--- src/rtl/ha_array_pkg.sv ---
// Shared geometry and FSM state type for the ha_array partial-product reducer.
package ha_array_pkg;

   localparam int unsigned NROWS     = 4;
   localparam int unsigned TW        = 9;
   localparam int unsigned BW        = 7;
   localparam int unsigned B_SHIFT   = 2;
   localparam int unsigned ROW_SHIFT = 2;
   localparam int unsigned PW        = 16;
   localparam int unsigned ROWV_W    = TW + 1;
   localparam int unsigned ACC_W     = PW + 1;
   localparam int unsigned ROW_W     = $clog2(NROWS);

   typedef enum logic [1:0] {
      IDLE = 2'd0,
      ACC  = 2'd1,
      DONE = 2'd2
   } state_t;

endpackage

--- src/rtl/ha_row_value.sv ---
// Value of one half-adder-compressed row: t + (b << B_SHIFT).
module ha_row_value
   import ha_array_pkg::*;
(
   input  logic [TW-1:0]     t,
   input  logic [BW-1:0]     b,
   output logic [ROWV_W-1:0] row_val
);

   always_comb begin
      row_val = ROWV_W'(t) + (ROWV_W'(b) << B_SHIFT);
   end

endmodule

--- src/rtl/ha_array_reducer.sv ---
// Serially reduces the four ha_array rows into a 16-bit product, one row per cycle,
// with valid/ready handshakes on the row-set input and the product output.
module ha_array_reducer
   import ha_array_pkg::*;
(
   input  logic                  clk,
   input  logic                  rst_n,
   input  logic                  in_valid,
   output logic                  in_ready,
   input  logic [NROWS*TW-1:0]   ha_t,
   input  logic [NROWS*BW-1:0]   ha_b,
   output logic                  out_valid,
   input  logic                  out_ready,
   output logic [PW-1:0]         out_prod,
   output logic                  out_ovf
);

   state_t                state;
   logic [NROWS*TW-1:0]   cap_t;
   logic [NROWS*BW-1:0]   cap_b;
   logic [ROW_W-1:0]      row;
   logic [ACC_W-1:0]      acc;
   logic                  ovf;

   logic [TW-1:0]         sel_t;
   logic [BW-1:0]         sel_b;
   logic [ROWV_W-1:0]     row_val;
   logic [ACC_W-1:0]      addend;
   logic [ACC_W:0]        sum;

   always_comb begin
      sel_t = cap_t[row*TW +: TW];
      sel_b = cap_b[row*BW +: BW];
   end

   ha_row_value u_row_value (
      .t       (sel_t),
      .b       (sel_b),
      .row_val (row_val)
   );

   // Extra top bit keeps the carry out of the 17-bit accumulator observable.
   always_comb begin
      addend = ACC_W'(row_val) << (ROW_SHIFT * row);
      sum    = {1'b0, acc} + {1'b0, addend};
   end

   always_ff @(posedge clk or negedge rst_n) begin
      if (!rst_n) begin
         state <= IDLE;
         cap_t <= '0;
         cap_b <= '0;
         row   <= '0;
         acc   <= '0;
         ovf   <= 1'b0;
      end else begin
         case (state)
            IDLE: begin
               if (in_valid) begin
                  cap_t <= ha_t;
                  cap_b <= ha_b;
                  acc   <= '0;
                  ovf   <= 1'b0;
                  row   <= '0;
                  state <= ACC;
               end
            end
            ACC: begin
               acc <= sum[ACC_W-1:0];
               ovf <= ovf | sum[ACC_W] | sum[PW];
               row <= row + 1'b1;
               if (row == ROW_W'(NROWS - 1)) begin
                  state <= DONE;
               end
            end
            DONE: begin
               if (out_ready) begin
                  state <= IDLE;
               end
            end
            default: state <= IDLE;
         endcase
      end
   end

   always_comb begin
      in_ready  = (state == IDLE);
      out_valid = (state == DONE);
      out_prod  = acc[PW-1:0];
      out_ovf   = ovf;
   end

endmodule

--- config.mk ---
export PLATFORM = sky130hd
export DESIGN_NAME = ha_array_reducer
export DESIGN_NICKNAME = d
export VERILOG_FILES = /design/src/rtl/ha_array_pkg.sv /design/src/rtl/ha_row_value.sv /design/src/rtl/ha_array_reducer.sv
export SDC_FILE = /design/constraint.sdc
export NUM_CORES = 1
export LEC_CHECK = 0
export CAP_MARGIN = 20
export CORE_ASPECT_RATIO = 1.75
export CORE_MARGIN = 3
export CORE_UTILIZATION = 45
export DETAILED_ROUTE_END_ITERATION = 12
export PLACE_DENSITY = 0.81
export SLEW_MARGIN = 0
export SYNTH_ARGS = -nofsm -noshare
export SYNTH_HDL_FRONTEND = slang
export SYNTH_SLANG_ARGS = --single-unit
--- constraint.sdc ---
create_clock -name clk -period 4.9 [get_ports clk]
set_clock_uncertainty 0.2 [all_clocks]
set_input_delay 0.98 -clock clk [delete_from_list [all_inputs] [get_ports clk]]
set_output_delay 0.98 -clock clk [all_outputs]
set_load 0.1 [all_outputs]
Word level (Yosys, flattened, before mapping)
Index checks and enable logic that the tools add are counted. W data, S select, Z words.

$add $sub $neg: 3. $mul: 2. Div/mod/pow operators: 0. $lt $le $gt $ge: 0. Equality and inequality tests: 6. Shift operators: 3. Multiplexer cells: 10. Bitwise logic cells: 2. Reductions and logical operators: 5.

Operators with widths (number): $shiftx A36 B7 Y9 (1); $pmux W17 S2 (1); $shiftx A28 B6 Y7 (1); $add A17 B17 Y18 (1); $mux W17 (1); $shl A10 B3 Y17 (1); $add A9 B9 Y10 (1); $mux W2 (4); $mul A2 B4 Y6 const B (1); $pmux W2 S3 (1); $mul A2 B3 Y5 const B (1); $eq A2 B2 Y1 const B (2); $ne A2 B2 Y1 const B (2); $pmux W2 S2 (1); $reduce_and A2 Y1 (2); $reduce_and A3 Y1 (1); $add A2 B1 Y2 const B (1); $eq A2 B1 Y1 const B (1); $logic_not A2 Y1 (1); $ne A2 B1 Y1 const B (1); $or A1 B1 Y1 (2); $pmux W1 S2 (1); $reduce_bool A2 Y1 (1); $mux W1 (1).

Register bits after elaboration: 86. Latch bits: 0. Bits in writable memories: 0. Bits in read-only memories: 0. Input port bits: 68. Output and inout bits: 19. Logic and storage cells: 37. Memories kept: 0.

Depth between registers and ports, before layout
Depth in word-level cells: 8. Gate-level depth with buffers: 17. Depth with buffers taken out: 16.

Modules after synthesis
From an unflattened synthesis, not the netlist that was laid out.

Cells, all modules: 575. Area, all modules: 5123.7 um^2.

By module, submodules not included: ha_array_reducer (instances 1, cells an instance 536, area each 4822.1 um^2); ha_row_value (instances 1, cells an instance 39, area each 301.5 um^2).

Worst setup path after synthesis
No wires, ideal clock.

Path type: reg2reg. Start: reg row[0]. End: reg acc[15]. Setup time: 131 ps. Arrival: 4384 ps. Data required time: 4569 ps. Setup slack: 185 ps. Cell stages (with the launch flop): 16. Clock period less this slack: 4715 ps. Cell sequence: dfrtp_1 -> buf_2 -> buf_2 -> mux4_2 -> ha_1 -> o21ai_0 -> a21o_1 -> o311a_1 -> mux4_2 -> ha_1 -> a21o_1 -> a21oi_2 -> o211ai_2 -> a311o_2 -> nor4b_4 -> or3_1.

Cells in the longest elaborated chain, start to end: 6. Elaborated cells between the ends (all ways): 8.

Ends and longest elaborated chain: start, declared (line ha_array_reducer.sv:21) `logic [ROW_W-1:0] row;`; start signal, assigned (line ha_array_reducer.sv:71) `row <= row + 1'b1;`; $mul A2 B4 Y6 or $mul A2 B3 Y5 (tied branches) (line ha_array_reducer.sv:32, ha_array_reducer.sv:33); $shiftx A36 B7 Y9 or $shiftx A28 B6 Y7 (tied branches) (line ha_array_reducer.sv:32, ha_array_reducer.sv:33); $add A9 B9 Y10 (line ha_row_value.sv:11) `row_val = ROWV_W'(t) + (ROWV_W'(b) << B_SHIFT);`; $shl A10 B3 Y17 (*) (line ha_array_reducer.sv:44) `addend = ACC_W'(row_val) << (ROW_SHIFT * row);`; $add A17 B17 Y18 (*) (line ha_array_reducer.sv:45) `sum = {1'b0, acc} + {1'b0, addend};`; $pmux W17 S2 (*) (line ha_array_reducer.sv:57) `case (state)`; end signal, assigned (line ha_array_reducer.sv:69) `acc <= sum[ACC_W-1:0];`; end, declared (line ha_array_reducer.sv:22) `logic [ACC_W-1:0] acc;`.

Mark *: on every way between the ends. The rest lies on a longest branch, timed or not. A chain may end at the register's enable or synchronous reset.

Worst setup path after layout
Ends and elaborated chain as after synthesis.

==> flow_summary.ini <==
[final_layout]
final.fill_count = 876
area_growth_pct = 26.25
layout.nets = 605
diodes = 0
layout-drive-gt1-share = 0.2447
final_util = 0.5877
layout_common_cells = dfrtp_1 (85), clkdlybuf4s50_1 (85), mux2_2 (61)
finalInstanceArea_um2 = 6361

[timing]
tightest_slew_ps = 977.7
slew_violations = 0
relSlewSlack = 0.3462
max_freq_mhz = 212.0
hold_viol = 0
rsz0062_at_grt = no
finalSetupViolations = 0
min_period_ps = 4717
hold_slack_ps = 294.6
timing.setup.tns_ps = 0
min_period_over_period = 0.9626

[die]
coreArea_um2 = 10820
initial_core_util = 0.4655
die_w_um = 85.99
placementRows = 50
die_y_um = 146.0
io-pin-count = 87
dieArea_um2 = 12550

[critical_path]
start_kind = flip-flop
required_ps = 4920
endpoint = acc[15]
timing.rr.end = acc[15]
rr_worst_depth = 17
cp_max_fo = 6
cpMostUsedCell = a21o_1
cp_slowest_cell = mux4_2
reg2reg_slack_ps = 180
crit_type = flip-flop to flip-flop
startpoint = row[0]
cp-end-kind = flip-flop
crit_arrival_ps = 4730
crit_chain = buf_4, mux4_2, ha_1, fa_2, a21o_1, a21oi_2, o21bai_1, nand2_1, mux2i_2, a211o_1, ha_2, a21o_1, a21oi_1, nor2_1, a311o_2, nor4b_4, or3_1
reg2reg_from = row[0]
cpPeakStageDelay_ps = 550

[global_route]
grt.total_usage = 0.1979
grt_pass1_vias = 4024
grt_max_degree = 87
grt_pass1_wl_mm = 19.45
antenna_found_initial = 0
overflow = 0

[place]
port-buffer-count = 86
gp_congestion = 0.8936
hpwl_mm = 8.987
place_area_um2 = 5956

[logic_synthesis]
netlist_instances = 435
synth_fp_nets = 529
synth.avg_cell_area_um2 = 11.58
synth_edf_count = 0
synth-warning-count = 0
yosysSeqAreaShare = 0.4271
synth_seq_cells = 86
synth_area_um2 = 5039
synth-async-reset-ratio = 1.000
synth.distinct_cells = 57
ys.flop_type = dfrtp_1

[route]
firstDrtPassIters = 4
highest_layer = met4
met1_length_mm = 4.139
wirelength_mm = 11.83
dr_wl_met3_um = 344
first_iter_violations = 163
dr_wl_met2_mm = 6.990
drtAntennaViolNets = 0
wl_per_cell_um = 18.34
vias_per_cell = 5.760
drc = 0
vias = 3715

[worst_hold_path]
hp-start = cap_b[7]
hold_class = flip-flop to flip-flop

[cts]
hold_buffers = 0
clockBufferDepth = 2
numCtsBuffers = 9
tritoncts = done
cts_sinks = 86
clockRootBuffer = clkbuf_16
htreeDepth = 3
path_clk_slew_ps = 60
clk_latency_ps = 340

[run]
maxCapViolations = 0

[run_status]
status = finished, final reports clean
[repair_timing]
action                                  CTS  global route
gates resized for setup                   0            14
setup buffers                             0             3
endpoints found under the setup margin    0             6
[per-stage QoR]
stage	std cells	setup slack [ps]
2_1_floorplan	435	184.9
3_3_place_gp	626	191.5
3_5_place_dp	626	16.45
4_1_cts	641	4.565
5_1_grt	645	5.754
6_report	645	183.4
[per-layer routing]
layer / global-route usage / up-vias
li1: - / 1762
met1: 0.2036 / 1832
met2: 0.3709 / 96
met3: 0.02663 / 25
met4: 0.1086 / 0
met5: 0 / -
[worst max-delay path, delay by kind of cell, from the launching register on]
family	cells	cell delay, ps
mux	2	800
buf+inv	1	170
flops	1	400
fa+ha+maj	3	920
simple gates	4	690
compound gates	7	1410
[cell type report]
type / instances / area, um2 / area share
Sequential cell: 86 / 2153 / 0.3385
Clock inverter: 5 / 57.56 / 0.009048
Tap cell: 130 / 162.7 / 0.02557
Timing Repair Buffer: 99 / 988.4 / 0.1554
Inverter: 7 / 26.28 / 0.004131
Multi-Input combinational cell: 308 / 2734 / 0.4298
Clock buffer: 10 / 239.0 / 0.03757
[sequential cells by signal, summed over array words and instances, names as in the netlist]
signal	cells
cap_t	36
cap_b	28
state	2
acc	17
row	2
out_ovf	1
[worst min path at each step]
stage,cells past startpoint,slack (ps),to
after floorplan,1,250,cap_b[7]
after global placement,1,260,cap_b[3]
after detailed placement,1,290,cap_b[7]
after CTS,1,300,cap_b[7]
after global routing,1,320,cap_t[3]
final,1,290,cap_b[7]
[cell families after synthesis]
kind of cell / after synthesis / share of synthesized area
adder cells (fa/ha/maj): 26 / 0.06754
flip-flops: 86 / 0.4271
buffers and inverters: 41 / 0.04321
XOR/XNOR: 14 / 0.02434
multiplexers: 83 / 0.2205
AND/OR/NAND/NOR: 92 / 0.09362
AO/OA/AOI/OAI: 93 / 0.1237
[Yosys cell counts (all sizes together), types with 2 or more instances]
master  count  area share
o311ai      2      0.0035
a31oi       4      0.0079
o22ai      13       0.016
nand4b      2      0.0035
mux2i       3      0.0060
nor2b       6      0.0075
buf        20       0.028
mux4       16       0.072
nand2      31       0.023
nor2       19       0.014
a21oi      27       0.028
nand4       3      0.0037
inv         6      0.0045
and3        6      0.0075
a211oi      3      0.0045
fa          2      0.0079
o21ai      13       0.013
a32oi       2      0.0035
o211ai      4      0.0070
ha         24       0.060
nand2b      5      0.0062
nor3        7      0.0070
mux2       64        0.14
dfrtp      86        0.43
xor2        6       0.010
o21bai      2      0.0030
nand3       4      0.0040
clkbuf     14       0.010
a211o       2      0.0035
a21o       11       0.016
xnor2       8       0.014
Power is not shown: default switching activity piles up to over one toggle a cycle in this logic, so the estimate is an artifact.
